### src/rtl/wb_port_arbiter.sv
// Write-port arbiter for the 32x32 data register file.
// The pipeline always owns the port when it writes. Multiplier results that
// lose arbitration wait in an in-order circular buffer and drain on idle
// port cycles. A stall request is raised when the buffer approaches full or
// when ID reads a register whose multiplier result is still pending.
module wb_port_arbiter #(
    parameter int DEPTH       = 8,
    parameter int MULT_STAGES = 3
) (
    input  logic                     clk,
    input  logic                     rst,
    input  logic                     pipe_we_i,
    input  logic [4:0]               pipe_addr_i,
    input  logic [31:0]              pipe_data_i,
    input  logic                     mult_valid_i,
    input  logic [4:0]               mult_addr_i,
    input  logic [31:0]              mult_data_i,
    input  logic                     rs1_re_i,
    input  logic [4:0]               rs1_addr_i,
    input  logic                     rs2_re_i,
    input  logic [4:0]               rs2_addr_i,
    output logic                     rf_we_o,
    output logic [4:0]               rf_waddr_o,
    output logic [31:0]              rf_wdata_o,
    output logic                     stall_req_o,
    output logic [1:0]               rs_pend_o,
    output logic [$clog2(DEPTH):0]   count_o,
    output logic                     overflow_o
);

    localparam int AW = $clog2(DEPTH);
    localparam int CW = AW + 1;
    localparam logic [AW:0] FULL_LEVEL  = CW'(DEPTH);
    localparam logic [AW:0] STALL_LEVEL = CW'(DEPTH - MULT_STAGES);

    logic [DEPTH-1:0] valid_q, valid_d;
    logic [4:0]       entryAddr_q [DEPTH];
    logic [31:0]      entryData_q [DEPTH];
    logic [AW-1:0]    head_q, head_d;
    logic [AW-1:0]    tail_q, tail_d;
    logic [AW:0]      count_q, count_d;
    logic             overflow_q, overflow_d;

    logic pipeNz;
    logic multLive;
    logic bufEmpty;
    logic bufFull;
    logic popEn;
    logic bypassEn;
    logic pushReq;
    logic pushEn;
    logic ovfSet;
    logic multPend;
    logic rs1BufHit;
    logic rs2BufHit;

    // Decide who owns the port and whether the buffer pushes, pops or overflows.
    always_comb begin
        pipeNz   = pipe_we_i && (pipe_addr_i != 5'd0);
        multLive = mult_valid_i && (mult_addr_i != 5'd0) &&
                   !(pipeNz && (pipe_addr_i == mult_addr_i));
        bufEmpty = (count_q == '0);
        bufFull  = (count_q == FULL_LEVEL);
        popEn    = !pipe_we_i && !bufEmpty;
        bypassEn = !pipe_we_i && bufEmpty && multLive;
        pushReq  = multLive && !bypassEn;
        pushEn   = pushReq && (!bufFull || popEn);
        ovfSet   = pushReq && bufFull && !popEn;
    end

    // Drive the register file write port from the winning source.
    always_comb begin
        rf_we_o    = 1'b0;
        rf_waddr_o = 5'd0;
        rf_wdata_o = 32'd0;
        if (pipe_we_i) begin
            rf_we_o    = pipeNz;
            rf_waddr_o = pipe_addr_i;
            rf_wdata_o = pipe_data_i;
        end else if (popEn) begin
            if (valid_q[head_q]) begin
                rf_we_o    = 1'b1;
                rf_waddr_o = entryAddr_q[head_q];
                rf_wdata_o = entryData_q[head_q];
            end
        end else if (bypassEn) begin
            rf_we_o    = 1'b1;
            rf_waddr_o = mult_addr_i;
            rf_wdata_o = mult_data_i;
        end
    end

    // Flag ID reads of registers that still have a multiplier result in flight.
    always_comb begin
        rs1BufHit = 1'b0;
        rs2BufHit = 1'b0;
        for (int i = 0; i < DEPTH; i++) begin
            if (valid_q[i] && (entryAddr_q[i] == rs1_addr_i)) rs1BufHit = 1'b1;
            if (valid_q[i] && (entryAddr_q[i] == rs2_addr_i)) rs2BufHit = 1'b1;
        end
        multPend     = mult_valid_i && !bypassEn;
        rs_pend_o[0] = rs1_re_i && (rs1_addr_i != 5'd0) &&
                       (rs1BufHit || (multPend && (mult_addr_i == rs1_addr_i)));
        rs_pend_o[1] = rs2_re_i && (rs2_addr_i != 5'd0) &&
                       (rs2BufHit || (multPend && (mult_addr_i == rs2_addr_i)));
        stall_req_o  = (count_q >= STALL_LEVEL) || (rs_pend_o != 2'b00);
    end

    // Compute next buffer bookkeeping; a newer pipeline write kills stale entries.
    always_comb begin
        valid_d    = valid_q;
        head_d     = head_q;
        tail_d     = tail_q;
        overflow_d = overflow_q | ovfSet;
        if (popEn) begin
            valid_d[head_q] = 1'b0;
            head_d          = head_q + AW'(1);
        end
        if (pipeNz) begin
            for (int i = 0; i < DEPTH; i++) begin
                if (entryAddr_q[i] == pipe_addr_i) valid_d[i] = 1'b0;
            end
        end
        if (pushEn) begin
            valid_d[tail_q] = 1'b1;
            tail_d          = tail_q + AW'(1);
        end
        count_d = count_q + CW'(pushEn) - CW'(popEn);
    end

    // Register buffer control state; reset discards everything buffered.
    always_ff @(posedge clk or posedge rst) begin
        if (rst) begin
            valid_q    <= '0;
            head_q     <= '0;
            tail_q     <= '0;
            count_q    <= '0;
            overflow_q <= 1'b0;
        end else begin
            valid_q    <= valid_d;
            head_q     <= head_d;
            tail_q     <= tail_d;
            count_q    <= count_d;
            overflow_q <= overflow_d;
        end
    end

    // Capture the payload of a pushed result; valid bits decide if it matters.
    always_ff @(posedge clk) begin
        if (pushEn) begin
            entryAddr_q[tail_q] <= mult_addr_i;
            entryData_q[tail_q] <= mult_data_i;
        end
    end

    assign count_o    = count_q;
    assign overflow_o = overflow_q;

endmodule

### config.mk
export PLATFORM = sky130hd
export DESIGN_NAME = wb_port_arbiter
export DESIGN_NICKNAME = d
export VERILOG_FILES = /design/src/rtl/wb_port_arbiter.sv
export SDC_FILE = /design/constraint.sdc
export NUM_CORES = 1
export LEC_CHECK = 0
export CORE_ASPECT_RATIO = 0.75
export CORE_UTILIZATION = 40
export CTS_CLUSTER_DIAMETER = 40
export DETAILED_ROUTE_END_ITERATION = 12
export GPL_TIMING_DRIVEN = 0
export PLACE_DENSITY = 0.58
export SYNTH_ARGS = -nofsm -noshare
export SYNTH_HDL_FRONTEND = slang
export SYNTH_SLANG_ARGS = --single-unit
### constraint.sdc
create_clock -name clk -period 10.75 [get_ports clk]
set_input_delay 2.15 -clock clk [delete_from_list [all_inputs] [get_ports clk]]
set_output_delay 2.15 -clock clk [all_outputs]
set_load 0.02 [all_outputs]
==> impl_metrics.yaml <==
floorplan:
  core-area_sq_um: 35900
  floorplan.die.width_um: 223
  floorplan.io_pins: 136
  dieHeight_um: 167
  floorplan.initialDensity_pct: 40.7
  placement_rows: 60
  total_die_area_sq_um: 37300
route:
  routed_wirelength_um: 38700
  first_pass_iters: 5
  drcViolationCount: 0
  final_antenna_net_count: 0
  avgRoutedWirePerCell_um: 24.8
  dr_total_vias: 8541
  initialDrtViolationCount: 808
  viasPerCell: 5.48
global_routing:
  global_route_wire_length_before_repair_um: 57600
  grtUsageTotal_pct: 21.1
  vias_in_the_first_global_route: 8882
  antenna_found_initial: 3
  grt.overflow.total: 0
  grt_max_degree: 24
yosys:
  postSynthCellCount: 884
  synth_fp_nets: 984
  syn_avg_cell_area_sq_um: 16.5
  synth_top_area_cell: "edfxtp_1"
  yosys-top-cells-area: "edfxtp_1 61%, mux4_2 12%, xor2_1 5.9%"
  synth_top_cell_area_share_pct: 60.9
  yosys_warnings: 0
  synth_seq_area_share_pct: 64.1
  synthesis.area_sq_um: 14600
  ys_types: 42
  ys_ff_latch: 315
worst_setup_path:
  timing.critical_path.cells: "clkdlybuf4s50_1 -> or4_1 -> o2111a_1 -> buf_4 -> buf_6 -> nand2_1 -> o21ai_0 -> mux2_2 -> clkdlybuf4s50_1"
  critPathSlowestCell: "clkdlybuf4s50_1"
  worstSetupEndpointType: "output port"
  cpMostUsedCell: "clkdlybuf4s50_1"
  path_class: "input pin to output port"
  worstPathArrival_ps: 5520
  timing.critical_path.from_type: "input pin"
  cp.required_ps: 8600
  critical_path.max_fanout: 13
  slowest_delay_ps: 830
run_status:
  result_of_the_run: "completed"
clock_tree:
  ctsHtreeMaxLevel: 2
  clk_path_buf_depth: 3
  worst_setup_hold_path_clk_slew_ps: 50
  cts_tree: "yes"
  cts_inserted_buffers: 39
  cts_root_buf: "clkbuf_16"
  tritoncts_num_sinks: 315
  postCtsResizedCells: 0
  clk_latency_ps: 530
  post-cts-setup-buffer-count: 0
  post_cts_hold_buffer_count: 0
flow_run:
  cap_violations: 0
final_layout:
  drive_above_1_share_pct: 20.8
  fin_area_sq_um: 18100
  filler_cell_count: 2999
  instances_no_fill: 1560
  net_count_reported_at_finish: 1164
  area_growth_pct: 23.9
placement:
  detailedPlace.worstSlack_ps: 3040
  detailedPlacementHpwl_um: 25200
  post-place-cells: 1488
  buffer_ports.inserted: 124
  globalplace.congestion: 0.900
  placed_area_sq_um: 16700
pwr:
  total_power_mw: 4.56
  ir_drop_v: 0.000117
  power-per-cell-area_nw_per_um2: 252
  cellLeakagePower_nw: 6.09
timing:
  worst_pin_slew_ps: 1050
  unrepaired_setup_endpoints_after_global_routing: "no"
  minimum_clock_period_ps: 7670
  finalHoldViolCount: 0
  slew_viol_final: 0
  fmax_mhz: 130
  maxSlewHeadroom_pct: 29.9
  finalSetupTns_ps: 0
  setup_viol: 0
  period_share_pct: 71.3
  finalWorstSetupSlack_ps: 3080
  skew_ps: 11.0
hold_path:
  hold_class: "flop to flop"
-- worst max-delay path: cells and delay by family --
family                 cells  cell delay [ps]
muxes                      1              340
buffers and inverters      4             1750
AOI/OAI and AO/OA          2              490
and+or+nand+nor            2              770
-- cell usage after synthesis --
cell type and instances:
buf_4 6, nor2_1 15, o31ai_1 2, buf_2 23
a211oi_1 5, a41o_1 1, mux2_1 1, nand3_1 27
edfxtp_1 296, mux4_2 76, or4_1 4, o2111a_1 1
xnor2_1 43, nand2b_1 3, o31a_2 2, o21a_1 2
a21oi_1 8, mux2_2 34, nand4b_1 2, o21ai_0 33
a21boi_1 1, o21ai_1 6, inv_1 12, clkbuf_1 21
nand2b_4 1, ha_1 9, a31oi_1 1, dfrtp_1 19
mux2i_1 37, fa_1 1, nor3_1 10, nor2b_1 3
nor4_1 19, nand2_1 40, o211ai_1 1, nand4_1 13
o31a_1 1, nand3b_1 2, buf_6 1, a21o_1 1
xor2_1 98, buf_1 3
-- power by group --
part | switching [mW] | internal, mW | leakage (nW) | total (mW)
combinational | 0.815 | 0.695 | 2.52 | 1.51
sequential | 0.109 | 1.55 | 2.91 | 1.66
clock | 0.526 | 0.859 | 0.651 | 1.39
-- final cells by class --
type / count / area (sq um) / share of cell area, %
inverter: 12 / 45.0 / 0.249
buffer: 54 / 262 / 1.45
tap: 465 / 582 / 3.22
clock buffer: 46 / 1020 / 5.66
timing repair buffer: 139 / 1480 / 8.17
sequential: 315 / 9360 / 51.8
multi-input combinational: 503 / 4990 / 27.6
clock inverter: 25 / 349 / 1.93
antenna: 1 / 2.50 / 0.0138
-- per-stage QoR --
step	utilization (%)	hold slack [ps]
floorplan	-	480
global placement	45.8	487
detailed placement	46.6	485
CTS	50.4	501
global route	50.4	536
finish	50.4	497
-- path summary, 6_finish.rpt --
check                           cells after the start           start                 end  slack (ps)
worst min register to register                      1      overflow_o          overflow_o         500
max in group asynchronous                           2             rst          overflow_o        8240
worst min-delay path                                1      overflow_o          overflow_o         500
worst max-delay path                                9  mult_addr_i[0]       rf_wdata_o[9]        3080
min in group asynchronous                           2             rst          count_o[2]        2050
worst max register to register                      9      count_o[2]  entryData_q[1][13]        7620
-- cells in the final DEF, fill, tap and decap left out, drive strengths merged, types with 9 or more instances in the layout --
cell,Yosys,final
xor2,98,98
clkinv,0,9
edfxtp,296,296
clkdlybuf4s50,0,124
o21ai,39,39
nor2,15,15
mux2i,37,37
nand3,27,27
ha,9,9
nand2,40,40
clkbuf,21,67
nor3,10,10
nor4,19,19
xnor2,43,43
nand4,13,13
inv,12,16
buf,33,48
dfrtp,19,19
mux4,76,76
mux2,35,35
-- sequential cells by signal, indices dropped and copies added (netlist names) --
signal and count:
entryData_q 256, entryAddr_q 40, head_q 3, count_o 4
overflow_o 1, tail_q 3, valid_q 8
-- per-layer routing --
metal | GRT usage (%) | vias to the layer above | share of wire (%)
met5 | 0 | - | 0.078
li1 | - | 3816 | -
met3 | 4.12 | 57 | 6.4
met1 | 31.2 | 4385 | 47
met2 | 32.0 | 279 | 45
met4 | 5.04 | 4 | 1.8
-- logic make-up (layout without fill, tap and decap cells) --
logic type,Yosys count,count (layout),share of synthesized area [%]
AO/OA/AOI/OAI,65,65,2.61
flip-flops,315,315,64.1
multiplexers,148,148,17.0
AND/OR/NAND/NOR,139,139,4.83
XOR/XNOR,141,141,8.46
buffers and inverters,66,276,2.10
other,0,1,0
adder cells (fa/ha/maj),10,10,0.908
Power figures use the tool's default switching activity.
==> RTL edit 1 (config.mk and constraints unchanged) <==
Change the parameter `DEPTH` from 8 to 16.
--- a/src/rtl/wb_port_arbiter.sv
+++ b/src/rtl/wb_port_arbiter.sv
@@ -4,7 +4,7 @@
 // port cycles. A stall request is raised when the buffer approaches full or
 // when ID reads a register whose multiplier result is still pending.
 module wb_port_arbiter #(
-    parameter int DEPTH       = 8,
+    parameter int DEPTH       = 16,
     parameter int MULT_STAGES = 3
 ) (
     input  logic                     clk,
Ports: changed (resized count_o); port bits go from 136 to 137. No check against the original RTL was run, so the function may have changed too.
==> RTL edit 1 against the original RTL <==
Count of clock-buffer cells in the layout up 44. Sequential share of layout area grew 3.0 points. Largest power group unchanged. Worst setup slack got worse by 1.9 ns. Clock skew is 0.0089 ns higher. Sequential cell count increased by 307. Area after synthesis increased by 91%. Design area grew 87%. Wire length increased by 110%. Power grew 86%. Die area rose by 90%.
==> RTL edit 1: results (changes against the original RTL) <==
stage;metric;value;unit;change
placement;dp.cells;2621;;was 1488
synth;synth_cell_types;40;;was 42
worst_setup_path;crit_start;mult_addr_i[3];;was mult_addr_i[0]
worst_setup_path;reg2regPathDepth;7;;was 9
detailed_routing;route.met2.wl;35300;um;was 17400 um
grt;grt_pass1_wl;117000;um;was 57600 um
grt;track_usage;0.234;;was 0.211
placement;io_buffers;120;;was 124
placement;place_area;31100;um2;was 16700 um2
grt;antenna_found_initial;5;;was 3
worst_setup_path;cp_slowest_stage_delay;1.32;ns;was 0.83 ns
power;p_leak;11.2;nW;was 6.09 nW
power;peakVddDrop;0.000141;V;was 0.000117 V
worst_setup_path;crit_fanout;21;;was 13
clock_tree;cts_max_level;3;;was 2
synth;synth.avg_cell_area;18.3;um2;was 16.5 um2
worst_setup_path;rrSetupSlack;7.23;ns;was 7.62 ns
final_layout;reg_top3;entryData_q: 512 flops, entryAddr_q: 80 flops, valid_q: 16 flops;;was entryData_q: 256 flops, entryAddr_q: 40 flops, valid_q: 8 flops
final_layout;fill_cells;5606;;was 2999
placement;routabilityCongestion;0.942;;was 0.900
worst_setup_path;crit_arrival;7.42;ns;was 5.52 ns
placement;place_ws;1.37;ns;was 3.04 ns
timing;max_freq;104;MHz;was 130 MHz
detailed_routing;drt-met1-wl;36600;um;was 18100 um
synth;synth_nets;1633;;was 984
detailed_routing;drt_first_iter_violations;1778;;was 808
detailed_routing;route.met3.wl;7610;um;was 2470 um
synth;synth_area_leaders;edfxtp_1 (64%), mux4_2 (15%), xor2_1 (5.9%), dfrtp_1 (2.7%), xnor2_1 (2.5%);;was edfxtp_1 (61%), mux4_2 (12%), xor2_1 (5.9%), dfrtp_1 (3.3%), mux2_2 (2.6%)
clock_tree;cts_buffers;82;;was 39
status;status;complete, no violations;;unchanged
synth;synth_edf_count;592;;was 296
worst_setup_path;r2r-start;head_q[1];;was count_o[2]
synth;synth-async-reset-ratio;0.0482;;was 0.0603
timing;hold_slack;0.469;ns;was 0.497 ns
timing;maxSlewHeadroom;0.0296;;was 0.299
clock_tree;clkLatencyLatePin;0.63;ns;was 0.53 ns
final_layout;layout-drive-gt1-share;0.250;;was 0.208
synth;ys_seq_area_frac;0.665;;was 0.641
detailed_routing;vias;15800;;was 8541
grt;grt_max_degree;31;;was 24
final_layout;layout.cells.non_filler;2772;;was 1560
final_layout;nNetsFinal;1879;;was 1164
placement;dpl.hpwl;54600;um;was 25200 um
timing;finClkSkew;0.0199;ns;was 0.0110 ns
RTL edit 1: worst paths after layout:
| path | to |
|---|---|
| hold / removal | overflow_o |
| hold reg to reg | overflow_o |
| setup reg to reg | valid_q[0] |
| max in group asynchronous | valid_q[10] |
| min in group asynchronous | count_o[3] |
| setup / recovery | rf_wdata_o[14] |
RTL edit 1: logic make-up after synthesis:
kind of cell	after synthesis	synth area share
muxes	190	0.154
adders and majority gates	19	0.00880
DFF	622	0.665
buffers and inverters	150	0.0233
xor gates and xnor gates	265	0.0833
AOI/OAI and AO/OA	116	0.0337
and+or+nand+nor	162	0.0321
RTL edit 1: routing by layer:
| layer | up-vias | track usage |
|---|---|---|
| met5 | - | 0 |
| met4 | 2 | 0.0611 |
| met3 | 108 | 0.0510 |
| met2 | 748 | 0.338 |
| li1 | 6636 | - |
| met1 | 8341 | 0.358 |
RTL edit 1: worst max-delay path: cells and delay by family:
kind	cells	cell delay (ns)
compound gates	3	0.63
buf+inv	4	3.25
simple gates	2	1.37
RTL edit 1: report_power, final:
group	switching (mW)	internal [mW]
Sequential	0.150	2.94
Clock	1.09	1.62
Combinational	1.43	1.22
Total	2.67	5.78
RTL edit 1: final cells by class:
| class | instances | area [um2] | share of cell area |
|---|---|---|---|
| antenna | 3 | 7.51 | 0.000222 |
| buffer | 96 | 445 | 0.0132 |
| clock buffer | 90 | 2120 | 0.0628 |
| clock inverter | 58 | 596 | 0.0176 |
| inverter | 54 | 203 | 0.00599 |
| multi-input combinational | 752 | 8790 | 0.260 |
| sequential | 622 | 18500 | 0.548 |
| tap | 935 | 1170 | 0.0346 |
| timing repair buffer | 162 | 1960 | 0.0579 |
==> RTL edit 2 (same flow settings) <==
Without the edit above. Register the output `count_o` once more; this adds one clock of latency there. The other outputs are not delayed to match.
--- a/src/rtl/wb_port_arbiter.sv
+++ b/src/rtl/wb_port_arbiter.sv
@@ -153,7 +153,9 @@
         end
     end
 
-    assign count_o    = count_q;
+    always_ff @(posedge clk) begin
+        count_o <= count_q;
+    end
     assign overflow_o = overflow_q;
 
 endmodule
Check against the original RTL: not equivalent (Yosys sat finds a counterexample within 4 cycles, from zero or initial values and one cycle with rst high).
==> RTL edit 2 against the original RTL <==
Area after synthesis is 0.55% higher. Cell count is 0.51% higher. Sequential cell count increased by 4. Design area rose by 0.26%. Fmax about the same. Combinational power about the same. Worst setup slack got worse by 0.0051 ns. Register-to-register slack gained 0.04 ns. Power down 0.79%. First-iteration DRC count is 2.4% higher. Wire length is essentially flat. Critical path depth down 1. Highest routed layer is now met4.
==> RTL edit 2: results (changes against the original RTL) <==
stage;metric;value;unit;change
synth;synth.avg_cell_area;16.5;um2;about the same
worst_setup_path;crit_fanout;10;;was 13
timing;worstMarginPinSlew;1.15;ns;was 1.05 ns
final_layout;multi_input_cells;503;;unchanged
grt;grtUsageMet2;0.318;;was 0.320
final_layout;nNetsFinal;1170;;was 1164
die;dieArea;37500;um2;was 37300 um2
synth;synth-seq-cells;319;;was 315
power;peakVddDrop;0.000113;V;was 0.000117 V
final_layout;multi_input_area_share;0.275;;was 0.276
synth;synth_nets;988;;was 984
detailed_routing;drt_first_iter_violations;827;;was 808
clock_tree;post_cts_resized;0;;unchanged
grt;antenna_found_initial;1;;was 3
final_layout;layout-drive-gt1-share;0.208;;about the same
grt;grt_pass1_wl;57600;um;about the same
synth;synth-async-reset-ratio;0.0596;;was 0.0603
worst_setup_path;crit_arrival;5.52;ns;about the same
power;p_leak;6.11;nW;was 6.09 nW
final_layout;layout.cells.non_filler;1568;;was 1560
clock_tree;path_clk_slew;0.05;ns;about the same
final_layout;num-nonclk-buffers;194;;was 193
placement;dpl.hpwl;25800;um;was 25200 um
detailed_routing;wl_per_cell;24.7;um;was 24.8 um
synth;ys_seq_area_frac;0.643;;was 0.641
timing;finClkSkew;0.0134;ns;was 0.0110 ns
placement;routabilityCongestion;0.888;;was 0.900
final_layout;final_cell_area;18100;um2;about the same
status;status;complete, no violations;;unchanged
timing;setup_viol_count_final;0;;unchanged
clock_tree;clock_path_buffers;3;;unchanged
detailed_routing;vias;8595;;was 8541
synth;synthTopCellsByCount;edfxtp_1 (296), xor2_1 (98), mux4_2 (76);;unchanged
placement;place_area;16800;um2;was 16700 um2
grt;grt_max_degree;25;;was 24
final_layout;clk_share;0.0732;;was 0.0759
clock_tree;cts_buffers;40;;was 39
final_layout;clock_buffers;45;;was 46
placement;place_ws;3.02;ns;was 3.04 ns
synth;synth_cell_types;43;;was 42
placement;io_buffers;124;;unchanged
clock_tree;clkLatencyLatePin;0.54;ns;
grt;grt_pass1_vias;8757;;was 8882
grt;track_usage;0.211;;about the same
grt;grt_use_met1;0.314;;was 0.312
placement;dp.cells;1493;;was 1488
synth;synth_area_leaders;edfxtp_1 (61%), mux4_2 (12%), xor2_1 (5.8%), dfrtp_1 (3.2%), mux2_2 (2.6%);;was edfxtp_1 (61%), mux4_2 (12%), xor2_1 (5.9%), dfrtp_1 (3.3%), mux2_2 (2.6%)
power;p_int;3.07;mW;was 3.11 mW
detailed_routing;firstDrtPassIters;5;;unchanged
grt;use_met3;0.0414;;was 0.0412
final_layout;fill_cells;3053;;was 2999
final_layout;sh_seq_area;0.521;;was 0.518
final_layout;signal_buffer_area_fraction;0.0965;;was 0.0961
RTL edit 2: changes by cell type after synthesis:
| cell | unedited run | this run |
|---|---|---|
| clkbuf_1 | 21 | 19 |
| dfxtp_1 | 0 | 4 |
| buf_1 | 3 | 5 |
RTL edit 2: power by group through the flow:
stage          Sequential, mW  Combinational (mW)  Clock, mW
2_1_floorplan            1.68               0.974          0
3_3_place_gp             1.72                1.46          0
3_5_place_dp             1.70                1.53          0
4_1_cts                  1.68                1.54       1.36
5_1_grt                  1.70                1.63       1.40
6_report                 1.68                1.51       1.33
RTL edit 2: final timing paths:
check / depth (start not counted) / slack (ns) / to / start
max: 8 / 3.08 / rf_wdata_o[14] / pipe_we_i
min: 0 / 0.42 / count_o[2] / count_q[2]
max reg2reg: 11 / 7.66 / entryData_q[0][27] / count_q[2]
min reg2reg: 0 / 0.42 / count_o[2] / count_q[2]
max in group asynchronous: 2 / 8.21 / valid_q[6] / rst
min in group asynchronous: 2 / 2.05 / count_q[0] / rst
RTL edit 2: per-layer routing:
layer | wire [um] | part of all wire
met1 | 18100 | 0.47
met5 | 0 | 0
met3 | 2650 | 0.069
met4 | 648 | 0.017
met2 | 17300 | 0.45
RTL edit 2: critical path, stage by stage:
cell and delay [ns]:
clkdlybuf4s50_1 0.42, buf_2 0.23, a21oi_1 0.78, nand2_1 0.20, clkbuf_1 0.34, o21ai_0 0.53, mux2_2 0.25, clkdlybuf4s50_1 0.60
RTL edit 2: kinds of logic after synthesis:
logic type                 Yosys count  synth area share
buffers and inverters               66            0.0209
adders and majority gates           10           0.00903
muxes                              148             0.169
DFF                                319             0.643
xor gates and xnor gates           141            0.0841
and+or+nand+nor                    139            0.0481
AOI/OAI and AO/OA                   65            0.0260
